--- src/rtl/char_gen_text_if.sv ---
// char_gen_text_if: text RAM and font ROM read bus of the text-mode pixel generator
interface char_gen_text_if #(
   parameter int AW      = 12,
   parameter int CODE_W  = 7,
   parameter int FAW     = 11,
   parameter int GLYPH_W = 8
);
   logic [AW-1:0]      text_addr;
   logic [CODE_W-1:0]  text_data;
   logic [FAW-1:0]     font_addr;
   logic [GLYPH_W-1:0] font_data;
   modport master (output text_addr, font_addr, input text_data, font_data);
   modport slave  (input text_addr, font_addr, output text_data, font_data);
endinterface

--- src/rtl/char_gen_text.sv ---
// char_gen_text: 5-stage text-mode pixel generator with text RAM/font ROM lookup and blinking cursor
module char_gen_text #(
   parameter int H_ACTIVE     = 640,
   parameter int V_ACTIVE     = 480,
   parameter int GLYPH_W      = 8,
   parameter int GLYPH_H      = 12,
   parameter int COLS         = 80,
   parameter int ROWS         = 40,
   parameter int CODE_W       = 7,
   parameter int MSB_FIRST    = 1,
   parameter int CURSOR_MODE  = 0,
   parameter int BLINK_FRAMES = 30
) (
   input  logic             clock25,
   input  logic             reset_n,
   input  logic [9:0]       HorizontalCounter,
   input  logic [9:0]       VerticalCounter,
   input  logic             cursor_en,
   input  logic [6:0]       cursor_col,
   input  logic [5:0]       cursor_row,
   char_gen_text_if.master  mem,
   output logic             Pixel,
   output logic             pixel_valid
);
   localparam int AW  = $clog2(COLS*ROWS);
   localparam int FAW = CODE_W + $clog2(GLYPH_H);
   localparam int LW  = GLYPH_H > 1 ? $clog2(GLYPH_H) : 1;
   localparam int BW  = $clog2(GLYPH_W);
   localparam int FW  = BLINK_FRAMES > 1 ? $clog2(BLINK_FRAMES) : 1;

   if (COLS*GLYPH_W > H_ACTIVE || ROWS*GLYPH_H > V_ACTIVE) begin : g_bad_geometry
      $error("char_gen_text: text area exceeds the visible area");
   end

   typedef struct packed {
      logic          act;
      logic          hit;
      logic [LW-1:0] line;
      logic [BW-1:0] bit_i;
   } stage_t;

   stage_t        pipe [4];
   logic [9:0]    col, row;
   logic [LW-1:0] line;
   logic          act, hit, frame_tick, phase, glyph, pix_next;
   logic [FW-1:0] frame_cnt;
   logic [BW-1:0] sel;

   assign col        = HorizontalCounter >> BW;
   assign row        = VerticalCounter / 10'(GLYPH_H);
   assign line       = LW'(VerticalCounter % 10'(GLYPH_H));
   assign act        = (32'(HorizontalCounter) < COLS*GLYPH_W) && (32'(VerticalCounter) < ROWS*GLYPH_H);
   assign hit        = act && cursor_en && phase && col == 10'(cursor_col) && row == 10'(cursor_row);
   assign frame_tick = VerticalCounter == 10'(V_ACTIVE) && HorizontalCounter == '0;
   assign sel        = MSB_FIRST != 0 ? BW'(GLYPH_W-1) - pipe[3].bit_i : pipe[3].bit_i;
   assign glyph      = mem.font_data[sel];
   assign pix_next   = CURSOR_MODE == 0 ? glyph ^ pipe[3].hit
                                        : glyph | (pipe[3].hit && pipe[3].line == LW'(GLYPH_H-1));

   // blink phase: toggles every BLINK_FRAMES frame ticks, held visible when BLINK_FRAMES is 0
   always_ff @(posedge clock25 or negedge reset_n) begin
      if (!reset_n) begin
         frame_cnt <= '0;
         phase     <= 1'b1;
      end else if (frame_tick && BLINK_FRAMES != 0) begin
         if (32'(frame_cnt) == BLINK_FRAMES-1) begin
            frame_cnt <= '0;
            phase     <= ~phase;
         end else begin
            frame_cnt <= frame_cnt + 1'b1;
         end
      end
   end

   // stage pipeline: addresses update only for text-area samples, pixel is masked outside it
   always_ff @(posedge clock25 or negedge reset_n) begin
      if (!reset_n) begin
         for (int i = 0; i < 4; i++) pipe[i] <= '0;
         mem.text_addr <= '0;
         mem.font_addr <= '0;
         Pixel         <= 1'b0;
         pixel_valid   <= 1'b0;
      end else begin
         pipe[0] <= {act, hit, line, HorizontalCounter[BW-1:0]};
         for (int i = 1; i < 4; i++) pipe[i] <= pipe[i-1];
         if (act) mem.text_addr <= AW'(32'(row)*COLS + 32'(col));
         if (pipe[1].act) mem.font_addr <= FAW'(32'(mem.text_data)*GLYPH_H + 32'(pipe[1].line));
         Pixel       <= pipe[3].act && pix_next;
         pixel_valid <= pipe[3].act;
      end
   end
endmodule

--- src/flat_wrapper.sv ---
// flat-port wrapper written by rule: the top's interface ports become plain ports
module char_gen_text_flat 
#(
   parameter int H_ACTIVE     = 640,
   parameter int V_ACTIVE     = 480,
   parameter int GLYPH_W      = 8,
   parameter int GLYPH_H      = 12,
   parameter int COLS         = 80,
   parameter int ROWS         = 40,
   parameter int CODE_W       = 7,
   parameter int MSB_FIRST    = 1,
   parameter int CURSOR_MODE  = 0,
   parameter int BLINK_FRAMES = 30
)
  (clock25, reset_n, HorizontalCounter, VerticalCounter, cursor_en, cursor_col, cursor_row, Pixel, pixel_valid, mem_text_addr, mem_font_addr, mem_text_data, mem_font_data);
  char_gen_text_if #(.CODE_W(CODE_W), .GLYPH_W(GLYPH_W)) mem_i ();
  input  logic clock25;
  input  logic reset_n;
  input  logic [9:0] HorizontalCounter;
  input  logic [9:0] VerticalCounter;
  input  logic cursor_en;
  input  logic [6:0] cursor_col;
  input  logic [5:0] cursor_row;
  output logic Pixel;
  output logic pixel_valid;
  output wire logic [$bits(mem_i.text_addr)-1:0] mem_text_addr;
  output wire logic [$bits(mem_i.font_addr)-1:0] mem_font_addr;
  input wire logic [$bits(mem_i.text_data)-1:0] mem_text_data;
  input wire logic [$bits(mem_i.font_data)-1:0] mem_font_data;
  assign mem_text_addr = mem_i.text_addr;
  assign mem_font_addr = mem_i.font_addr;
  assign mem_i.text_data = mem_text_data;
  assign mem_i.font_data = mem_font_data;
  char_gen_text #(.H_ACTIVE(H_ACTIVE), .V_ACTIVE(V_ACTIVE), .GLYPH_W(GLYPH_W), .GLYPH_H(GLYPH_H), .COLS(COLS), .ROWS(ROWS), .CODE_W(CODE_W), .MSB_FIRST(MSB_FIRST), .CURSOR_MODE(CURSOR_MODE), .BLINK_FRAMES(BLINK_FRAMES)) u_core (.clock25(clock25), .reset_n(reset_n), .HorizontalCounter(HorizontalCounter), .VerticalCounter(VerticalCounter), .cursor_en(cursor_en), .cursor_col(cursor_col), .cursor_row(cursor_row), .mem(mem_i), .Pixel(Pixel), .pixel_valid(pixel_valid));
endmodule
--- config.mk ---
export PLATFORM = sky130hd
export DESIGN_NAME = char_gen_text_flat
export DESIGN_NICKNAME = d
export VERILOG_FILES = /design/src/rtl/char_gen_text_if.sv /design/src/rtl/char_gen_text.sv /design/src/flat_wrapper.sv
export SDC_FILE = /design/constraint.sdc
export NUM_CORES = 1
export LEC_CHECK = 0
export BUFFER_PORTS_ARGS = -buffer_cell sky130_fd_sc_hd__buf_2
export CORE_MARGIN = 3
export CORE_UTILIZATION = 60
export CTS_CLUSTER_SIZE = 30
export DETAILED_ROUTE_END_ITERATION = 8
export HOLD_SLACK_MARGIN = 0.06
export PLACE_DENSITY = 0.93
export REMOVE_ABC_BUFFERS = 1
export SLEW_MARGIN = 20
export SYNTH_ARGS = -nofsm -noshare
export SYNTH_HDL_FRONTEND = slang
export SYNTH_SLANG_ARGS = --single-unit
--- constraint.sdc ---
create_clock -name clock25 -period 4.9 [get_ports clock25]
set_input_delay 0.245 -clock clock25 [delete_from_list [all_inputs] [get_ports clock25]]
set_output_delay 0.245 -clock clock25 [all_outputs]
set_load 0.05 [all_outputs]
==> flow_metrics.py, run 1 <==
metrics = {
    "status": {
        "run_status": "completed",
    },
    "synthesis": {
        "synth_top_cell_by_area": "dfrtp_1",
        "ys_seq_area_share_pct": 39.4,
        "synth_area_mm2": 0.00375,
        "synth_top_flop_cell": "dfrtp_1",
        "syn_inst": 379,
        "synth_mux_area_share_pct": 4.13,
        "yosysWarnings": 0,
        "synth_edf_count": 0,
        "synth_cell_types": 65,
        "syn_area_per_cell_um2": 9.90,
        "synth-simple-area-share_pct": 18.2,
        "synth_xor_xnor_area_share_pct": 9.10,
        "synth_top_area_share_pct": 38.7,
        "synth_area_leaders": "dfrtp_1 (39%), ha_1 (8.0%), xnor2_1 (6.3%), nand2_1 (4.3%), xor2_1 (2.8%)",
        "synth_top_family_by_area": "simple AND/OR/NAND/NOR gates",
        "synthArstFlopShare_pct": 100,
        "synth-adder-area-share_pct": 10.1,
        "synth_compound_area_share_pct": 14.4,
        "synth-seq-cells": 59,
    },
    "timing": {
        "slew_headroom_pct": 53.4,
        "timing.hold.ws_ns": 0.0498,
        "max_clock_freq_ghz": 0.275,
        "clock_skew_ns": 0.00513,
        "setup_violations": 0,
        "tns_ns": 0,
        "tightestPinTransition_ns": 0.700,
        "hold_viol": 0,
        "finalCritPeriodShare_pct": 74.2,
        "min_period_ns": 3.63,
        "slew_viol_final": 0,
        "setup_ws_ns": 1.27,
        "rsz0062_at_grt": "no",
    },
    "layout": {
        "area_delta_synth_final_pct": 17.2,
        "drive_gt1_share_pct": 24.5,
        "stdcell_area_mm2": 0.00440,
        "n_antenna_cell": 0,
        "multi_input_area_mm2": 0.00210,
        "regArea_mm2": 0.00148,
        "final_util_pct": 73.4,
        "stdcell_count": 533,
        "fin_nets": 532,
        "fill_cells": 389,
    },
    "worst_setup_path": {
        "r2r-end": "u_core.mem.font_addr[10]",
        "required_ns": 5.10,
        "cp_slowest_stage_delay_ns": 0.50,
        "r2r_start": "u_core.pipe[23]",
        "cp_max_fo": 21,
        "critPathKind": "in2reg",
        "cp_num_buf_inv": 2,
        "worstPathCellList": "buf_2, xnor2_1, a2111oi_2, a211o_1, o22ai_1, mux4_2, nand2_1, ha_1, ha_1, inv_1, fa_1, nor3b_1, nand2_1, nor2_1, xnor2_1, o21ai_0",
        "crit_path_top_delay_cell": "mux4_2",
        "cpLargestDelayFamily": "compound AO/OA/AOI/OAI gates",
        "r2r_slack_ns": 3.06,
        "arrival_ns": 3.84,
        "critPathCaptureType": "flop",
        "start_kind": "input pin",
        "reg2regPathDepth": 7,
    },
    "placement": {
        "dpl.cell_count": 512,
        "dpl.hpwl_mm": 6.20,
        "place_area_mm2": 0.00412,
        "pre_cts_ws_ns": 0.955,
        "io_buffers": 75,
        "place_congestion": 0.858,
    },
    "clock_network": {
        "cts_buffer_depth": 2,
        "ctsHoldBuffers": 5,
        "tritoncts": "done",
        "cts_resized": 0,
        "cts_sinks": 59,
        "h-tree-depth": 3,
        "numCtsBuffers": 9,
        "clk_latency_ns": 0.33,
        "cts_setup_buffers": 0,
        "root_buffer": "clkbuf_8",
        "clkTransAtPathRegs_ns": 0.07,
    },
    "die": {
        "rows": 28,
        "num_io_pins": 76,
        "die_width_um": 85.1,
        "die-area_mm2": 0.00724,
        "coreArea_mm2": 0.00599,
        "start_util_pct": 62.7,
        "die_h_um": 85.1,
    },
    "detailed_routing": {
        "wl_per_cell_um": 15.4,
        "vias": 3079,
        "vias_per_cell": 5.78,
        "dr.pass1.iters": 4,
        "drcViolationCount": 0,
        "drtIter0Drc": 139,
        "drtAntennaViolNets": 0,
        "wirelength_mm": 8.22,
    },
    "pwr": {
        "power_mw": 1.75,
        "ir_worst_vdd_mv": 0.330,
        "power_leakage_nw": 2.07,
        "cellPowerDensity_mw_per_mm2": 397,
    },
    "global_route": {
        "antenna_found_initial": 0,
        "grt_pass1_wl_mm": 13.8,
        "overflow": 0,
        "grt_pass1_vias": 3053,
        "grt_max_degree": 60,
        "grt_usage_pct": 24.0,
    },
    "job": {
        "max_cap_viol_count": 0,
    },
    "hold_path": {
        "hold_class": "in2async",
    },
}
-- cells by family (layout without fill, tap and decap cells) --
logic type      count (synthesis)  in the layout
buf+inv                        36            115
fa+ha+maj                      28             28
xor+xnor                       39             39
compound gates                 80             80
mux                            11             11
simple gates                  126            126
flops                          59             59
-- sequential cells by signal, summed over array words and instances, names as in the netlist --
register and cells:
u_core.pipe 28, u_core.mem.font_addr 11, u_core.frame_cnt 5, u_core.mem.text_addr 12
u_core.pixel_valid 1, u_core.Pixel 1, u_core.phase 1
-- area by class of cell --
cell class | instances | area share, %
multi-input combinational | 284 | 47.8
sequential | 59 | 33.6
timing repair buffer | 81 | 9.84
clock buffer | 10 | 3.13
tap | 75 | 2.13
clock inverter | 6 | 2.02
inverter | 18 | 1.54
-- metal layers --
metal	track usage [%]	vias to the layer above	share of wire, %
li1	-	1484	-
met4	9.64	0	2.0
met3	4.85	17	7.8
met2	41.2	120	49
met1	29.7	1458	41
met5	0	-	0
-- worst max path at each step --
stage	start	to	cells after the start
floorplan	VerticalCounter[6]	u_core.mem.text_addr[11]	15
global placement	VerticalCounter[7]	u_core.mem.text_addr[11]	16
detailed placement	VerticalCounter[7]	u_core.mem.text_addr[11]	16
CTS	VerticalCounter[7]	u_core.mem.text_addr[11]	16
global route	VerticalCounter[7]	u_core.mem.text_addr[11]	16
finish	VerticalCounter[7]	u_core.mem.text_addr[11]	16
-- power by group --
| part | internal (mW) | switching, mW | leakage (nW) |
|---|---|---|---|
| Clock | 0.300 | 0.190 | 0.108 |
| Sequential | 0.559 | 0.0411 | 0.706 |
| Combinational | 0.214 | 0.442 | 1.26 |
-- placed cells by master (no fill, tap or decap), types with 3 or more instances in the layout --
cell,Yosys,routed
buf_2,5,75
a21o_1,5,5
and3_1,3,3
dfrtp_1,58,58
clkbuf_8,0,10
xor2_1,12,12
mux4_2,3,3
nor2_1,19,19
nand2_1,43,43
inv_1,17,17
dlygate4sd3_1,0,5
nor3_1,7,7
a211oi_1,4,4
o211ai_1,4,4
o21ai_0,20,20
and2_1,3,3
o22ai_1,3,3
xnor2_1,27,27
nor3b_1,5,5
ha_1,24,24
nand4_1,6,6
mux2_2,6,6
a22oi_1,3,3
nand2b_1,8,8
fa_1,4,4
a21oi_1,19,19
nor2b_1,7,7
-- Yosys cell counts (3+ instances only) --
library cell  instances
dfrtp_1              58
nand2_1              43
xnor2_1              27
ha_1                 24
o21ai_0              20
a21oi_1              19
nor2_1               19
inv_1                17
xor2_1               12
nand2b_1              8
nor2b_1               7
nor3_1                7
clkbuf_1              6
mux2_2                6
nand4_1               6
a21o_1                5
buf_2                 5
nor3b_1               5
a211oi_1              4
fa_1                  4
o211ai_1              4
a22oi_1               3
and2_1                3
and3_1                3
buf_4                 3
buf_6                 3
mux4_2                3
o22ai_1               3
Note: power is estimated with default switching activity, not from simulation.
==> inputs of run 2 (changes only) <==
--- a/config.mk
+++ b/config.mk
@@ -5,13 +5,14 @@
 export SDC_FILE = /design/constraint.sdc
 export NUM_CORES = 1
 export LEC_CHECK = 0
+export ABC_AREA = 1
 export BUFFER_PORTS_ARGS = -buffer_cell sky130_fd_sc_hd__buf_2
 export CORE_MARGIN = 3
-export CORE_UTILIZATION = 60
+export CORE_UTILIZATION = 49
 export CTS_CLUSTER_SIZE = 30
 export DETAILED_ROUTE_END_ITERATION = 8
 export HOLD_SLACK_MARGIN = 0.06
-export PLACE_DENSITY = 0.93
+export PLACE_DENSITY = 0.83
 export REMOVE_ABC_BUFFERS = 1
 export SLEW_MARGIN = 20
 export SYNTH_ARGS = -nofsm -noshare
==> constraint.sdc (replaced) <==
create_clock -name clock25 -period 3.1 [get_ports clock25]
set_input_delay 0.155 -clock clock25 [delete_from_list [all_inputs] [get_ports clock25]]
set_output_delay 0.155 -clock clock25 [all_outputs]
set_load 0.05 [all_outputs]
==> flow_metrics.py, run 2 <==
metrics = {
    "timing": {
        "finalCritPeriodShare_pct": 99.8,
        "min_period_ns": 3.09,
        "hold_viol": 0,
        "slew_headroom_pct": 46.4,
        "slew_viol_final": 0,
        "max_clock_freq_ghz": 0.323,
        "setup_violations": 0,
        "timing.hold.ws_ns": 0.0989,
        "setup_ws_ns": 0.00575,
        "tightestPinTransition_ns": 0.804,
        "rsz0062_at_grt": "yes",
        "clock_skew_ns": 0.00552,
        "tns_ns": 0,
    },
    "die": {
        "die_h_um": 88.5,
        "start_util_pct": 51.7,
        "num_io_pins": 76,
        "die-area_mm2": 0.00784,
        "die_width_um": 88.5,
        "coreArea_mm2": 0.00646,
        "rows": 29,
    },
    "global_route": {
        "grt_usage_pct": 19.2,
        "grt_pass1_vias": 2743,
        "grt_pass1_wl_mm": 11.4,
        "antenna_found_initial": 0,
        "grt_max_degree": 39,
        "overflow": 0,
    },
    "pwr": {
        "power_mw": 2.89,
        "cellPowerDensity_mw_per_mm2": 643,
        "power_leakage_nw": 2.30,
        "ir_worst_vdd_mv": 0.309,
    },
    "worst_setup_path": {
        "r2r_start": "u_core.phase",
        "reg2regPathDepth": 12,
        "r2r_slack_ns": 1.09,
        "crit_start": "VerticalCounter[8]",
        "cp.depth": 28,
        "start_kind": "input pin",
        "r2r-end": "u_core.pipe[34]",
        "cp_max_fo": 5,
        "cp_slowest_stage_delay_ns": 0.26,
        "critPathCaptureType": "flop",
        "critPathKind": "in2reg",
        "cp_num_buf_inv": 6,
        "cpMostUsedCell": "nand2_2",
        "arrival_ns": 3.29,
        "required_ns": 3.29,
        "critPathCapture": "u_core.mem.text_addr[11]",
        "cpLargestDelayFamily": "simple AND/OR/NAND/NOR gates",
        "crit_path_top_delay_cell": "ha_4",
    },
    "clock_network": {
        "root_buffer": "clkbuf_8",
        "clkTransAtPathRegs_ns": 0.07,
        "clk_latency_ns": 0.33,
        "h-tree-depth": 3,
        "cts_sinks": 59,
        "cts_buffer_depth": 2,
        "numCtsBuffers": 9,
        "tritoncts": "done",
    },
    "synthesis": {
        "synth_cell_types": 35,
        "syn_inst": 375,
        "synthArstFlopShare_pct": 100,
        "synth_top_area_share_pct": 43.5,
        "synth_top_flop_cell": "dfrtp_1",
        "synth_area_mm2": 0.00334,
        "ys_seq_area_share_pct": 44.3,
        "synth_edf_count": 0,
        "syn_area_per_cell_um2": 8.90,
        "synth-seq-cells": 59,
        "synthTopCellsByCount": "nand2_1 (79), dfrtp_1 (58), nor2_1 (40), inv_1 (38), ha_1 (24)",
        "yosysWarnings": 0,
        "synth_area_leaders": "dfrtp_1 (43%), ha_1 (9.0%), nand2_1 (8.9%), xnor2_1 (5.0%), nor2_1 (4.5%)",
        "synth.most_common_cell": "nand2_1",
        "synth_top_cell_by_area": "dfrtp_1",
    },
    "layout": {
        "top_regs": "u_core.pipe x28, u_core.mem.text_addr x12, u_core.mem.font_addr x11",
        "largest-register": "u_core.pipe",
        "multi_input_area_mm2": 0.00183,
        "layout_commonest_cell": "nand2_1",
        "drive_gt1_share_pct": 34.7,
        "fin_nets": 569,
        "fill_cells": 463,
        "regArea_mm2": 0.00148,
        "mostFrequentLayoutCells": "nand2_1 (73), buf_2 (72), dfrtp_1 (58), inv_1 (36), nor2_1 (34)",
        "n_antenna_cell": 0,
        "area_delta_synth_final_pct": 34.9,
        "largest_reg_flops": 28,
        "stdcell_area_mm2": 0.00450,
    },
    "detailed_routing": {
        "wirelength_mm": 7.78,
        "vias_per_cell": 5.21,
        "drcViolationCount": 0,
        "vias": 2982,
        "drtIter0Drc": 111,
        "dr.pass1.iters": 5,
        "drtAntennaViolNets": 0,
        "wl_per_cell_um": 13.6,
    },
    "placement": {
        "io_buffers": 75,
        "place_congestion": 0.833,
        "place_area_mm2": 0.00392,
        "dpl.hpwl_mm": 5.65,
        "pre_cts_ws_ns": -0.295,
    },
    "hold_path": {
        "holdPathStages": 3,
        "hold_class": "in2reg",
    },
    "status": {
        "run_status": "completed",
    },
    "job": {
        "max_cap_viol_count": 0,
    },
}
-- run 2: routing by layer --
metal  part of all wire [%]  vias to the layer above  track usage, %  wire length [µm]
met1                     40                     1423            21.7              3140
met4                    1.7                        0            8.10               131
met3                    5.8                       17            4.84               451
li1                       -                     1438               -                 -
met2                     52                      104            34.3              4060
met5                      0                        -               0                 0
-- run 2: cell families after synthesis --
logic type	synth area share, %
simple gates	23.9
flops	44.3
buf+inv	5.17
compound gates	7.31
xor+xnor	7.61
fa+ha+maj	11.4
mux	0.337
-- run 2: cell type report --
cell class / instances / share of cell area, %
clock inverters: 3 / 1.50
inverters: 43 / 4.03
well taps: 77 / 2.14
repair buffers: 107 / 14.8
multi-input cells: 270 / 40.7
clock buffers: 13 / 3.97
flip-flops and latches: 59 / 32.8
-- run 2: worst min-delay path by stage --
stage	from	end	slack, ns
6_report	HorizontalCounter[4]	u_core.mem.text_addr[1]	0.1
5_1_grt	HorizontalCounter[4]	u_core.mem.text_addr[1]	0.11
4_1_cts	HorizontalCounter[4]	u_core.mem.text_addr[1]	0.09
3_5_place_dp	VerticalCounter[1]	u_core.pipe[31]	0.28
3_3_place_gp	reset_n	u_core.mem.text_addr[2]	0.28
2_1_floorplan	reset_n	u_core.Pixel	-0.14
-- run 2: stage by stage --
| step | util (%) | cells |
|---|---|---|
| 6_report | 69.7 | 572 |
| 5_1_grt | 69.7 | 572 |
| 3_5_place_dp | 60.7 | 540 |
| 4_1_cts | 65.7 | 564 |
| 2_1_floorplan | - | 372 |
| 3_3_place_gp | 60.7 | 540 |
-- run 2: repair_timing --
action,in CTS,in global routing
resized for setup,0,52
buffers inserted,0,8
endpoints found under the setup margin,0,3
hold endpoints to repair,43,0
hold buffers,8,0
-- run 2: tightest hold or removal path, stage by stage --
cell and delay, ns:
buf_2 0.12, nand2_1 0.06, nand2_1 0.06
-- run 2: where the power goes --
part / internal, mW / switching (mW)
sequential: 0.878 / 0.0611
clock: 0.540 / 0.280
combinational: 0.397 / 0.737
total: 1.82 / 1.08
==> inputs of run 3 (changes only) <==
--- a/config.mk
+++ b/config.mk
@@ -8,11 +8,11 @@
 export ABC_AREA = 1
 export BUFFER_PORTS_ARGS = -buffer_cell sky130_fd_sc_hd__buf_2
 export CORE_MARGIN = 3
-export CORE_UTILIZATION = 49
+export CORE_UTILIZATION = 58
 export CTS_CLUSTER_SIZE = 30
 export DETAILED_ROUTE_END_ITERATION = 8
 export HOLD_SLACK_MARGIN = 0.06
-export PLACE_DENSITY = 0.83
+export PLACE_DENSITY = 0.92
 export REMOVE_ABC_BUFFERS = 1
 export SLEW_MARGIN = 20
 export SYNTH_ARGS = -nofsm -noshare
==> constraint.sdc (replaced) <==
create_clock -name clock25 -period 3.84 [get_ports clock25]
set_input_delay 0.192 -clock clock25 [delete_from_list [all_inputs] [get_ports clock25]]
set_output_delay 0.192 -clock clock25 [all_outputs]
set_load 0.05 [all_outputs]
==> flow_metrics.py, run 3 (synthesized netlist as in run 2, its figures left out) <==
metrics = {
    "global_route": {
        "grt_pass1_wl_mm": 12.1,
        "grt_pass1_vias": 2764,
        "overflow": 0,
        "grt_max_degree": 60,
        "antenna_found_initial": 0,
        "grt_usage_pct": 24.1,
    },
    "worst_setup_path": {
        "critPathKind": "in2reg",
        "critPathCaptureType": "flop",
        "cpLargestDelayFamily": "simple AND/OR/NAND/NOR gates",
        "cpMostUsedCell": "nand2_2",
        "arrival_ns": 3.29,
        "crit_path_top_delay_cell": "ha_1",
        "r2r_start": "u_core.phase",
        "start_kind": "input pin",
        "r2r-end": "u_core.pipe[34]",
        "cp_num_buf_inv": 3,
        "required_ns": 4.03,
        "cp_max_fo": 5,
        "cp_slowest_stage_delay_ns": 0.35,
        "r2r_slack_ns": 1.91,
        "reg2regPathDepth": 12,
    },
    "placement": {
        "io_buffers": 75,
        "dpl.hpwl_mm": 5.52,
        "place_congestion": 0.873,
        "place_area_mm2": 0.00380,
    },
    "pwr": {
        "combPwrFrac_pct": 38.2,
        "cellPowerDensity_mw_per_mm2": 505,
        "ir_worst_vdd_mv": 0.280,
        "p_int_mw": 1.21,
        "p_seq_share_pct": 37.2,
        "pwr-share-clk_pct": 24.6,
        "switching_share_pct": 40.5,
        "p_sw_mw": 0.826,
        "power_leakage_nw": 2.11,
    },
    "die": {
        "die-area_mm2": 0.00670,
        "coreArea_mm2": 0.00534,
        "die_h_um": 81.9,
        "start_util_pct": 62.5,
        "rows": 26,
        "num_io_pins": 76,
        "die_width_um": 81.9,
    },
    "clock_network": {
        "numCtsBuffers": 9,
        "cts_resized": 0,
        "clk_latency_ns": 0.33,
        "root_buffer": "clkbuf_8",
        "cts_sinks": 59,
        "clkTransAtPathRegs_ns": 0.06,
        "cts_buffer_depth": 2,
        "h-tree-depth": 3,
        "tritoncts": "done",
    },
    "layout": {
        "mostFrequentLayoutCells": "nand2_1 (79), buf_2 (75), dfrtp_1 (58), nor2_1 (40), inv_1 (38)",
        "area_delta_synth_final_pct": 21.0,
        "fill_cells": 354,
        "fin_nets": 544,
        "regArea_mm2": 0.00148,
        "top_regs": "u_core.pipe x28, u_core.mem.text_addr x12, u_core.mem.font_addr x11",
        "multi_input_area_mm2": 0.00169,
        "drive_gt1_share_pct": 26.8,
        "layout_commonest_cell": "nand2_1",
        "largest-register": "u_core.pipe",
        "largest_reg_flops": 28,
        "n_antenna_cell": 0,
        "stdcell_area_mm2": 0.00404,
    },
    "detailed_routing": {
        "drtAntennaViolNets": 0,
        "wl_per_cell_um": 13.6,
        "drcViolationCount": 0,
        "vias_per_cell": 5.22,
        "vias": 2820,
        "dr.pass1.iters": 4,
        "drtIter0Drc": 138,
        "wirelength_mm": 7.35,
    },
    "hold_path": {
        "hold_class": "in2reg",
        "holdPathEnd": "u_core.mem.text_addr[3]",
        "min_from": "HorizontalCounter[6]",
        "holdPathStages": 3,
    },
    "timing": {
        "slew_viol_final": 0,
        "finalCritPeriodShare_pct": 80.5,
        "min_period_ns": 3.09,
        "max_clock_freq_ghz": 0.323,
        "hold_viol": 0,
        "tns_ns": 0,
        "slew_headroom_pct": 48.6,
        "rsz0062_at_grt": "no",
        "setup_violations": 0,
        "clock_skew_ns": 0.00556,
        "tightestPinTransition_ns": 0.767,
    },
    "job": {
        "max_cap_viol_count": 0,
    },
    "status": {
        "run_status": "completed",
    },
}
[run 3: area by class of cell]
class	count	share of cell area, %
tap	70	2.17
timing repair buffer	82	11.0
clock buffer	12	3.84
clock inverter	4	0.620
multi-input combinational	270	41.8
sequential	59	36.6
inverter	43	4.00
[run 3: tightest hold or removal path, stage by stage]
cell and delay [ns]:
buf_2 0.11, nand2_1 0.06, nand2_1 0.06
[run 3: how the worst max path moves through the flow]
stage / start / endpoint / slack (ns) / cells past startpoint
finish: VerticalCounter[8] / u_core.mem.text_addr[11] / 0.75 / 25
global route: VerticalCounter[7] / u_core.mem.text_addr[11] / 0.47 / 25
CTS: VerticalCounter[8] / u_core.mem.text_addr[11] / 0.78 / 25
detailed placement: VerticalCounter[8] / u_core.mem.text_addr[11] / 0.44 / 25
global placement: VerticalCounter[7] / u_core.mem.text_addr[11] / 0.57 / 25
floorplan: VerticalCounter[7] / u_core.mem.text_addr[11] / 0.87 / 24
[run 3: per-layer routing]
| metal | vias to the layer above | part of all wire [%] | global-route usage [%] |
|---|---|---|---|
| met2 | 111 | 51 | 42.0 |
| met3 | 11 | 6.2 | 4.50 |
| met1 | 1314 | 41 | 29.1 |
| met4 | 0 | 1.6 | 10.1 |
| li1 | 1384 | - | - |
| met5 | - | 0 | 0 |
[run 3: what timing repair did]
action | in CTS | in global routing
hold buffers | 6 | 0
setup buffers | 0 | 0
endpoints found under the hold margin | 63 | 0
[run 3: stage by stage]
stage | setup slack, ns | power [mW] | hold slack (ns) | instances | util [%]
CTS | 0.783 | 2.05 | 0.0980 | 540 | 75.7
global placement | 0.568 | 1.51 | 0.322 | 518 | 71.2
floorplan | 0.865 | 1.33 | -0.104 | 372 | -
finish | 0.747 | 2.04 | 0.127 | 540 | 75.7
global route | 0.473 | 2.16 | 0.140 | 540 | 75.7
detailed placement | 0.439 | 1.54 | 0.326 | 518 | 71.2
[run 3: power by group through the flow]
stage                     Clock [mW]  Sequential, mW  Combinational [mW]
after floorplan                    0            1.00               0.328
after global placement             0           0.763               0.744
after detailed placement           0           0.767               0.769
after CTS                      0.509           0.757               0.779
after global routing           0.543           0.765               0.851
final                          0.501           0.758               0.779
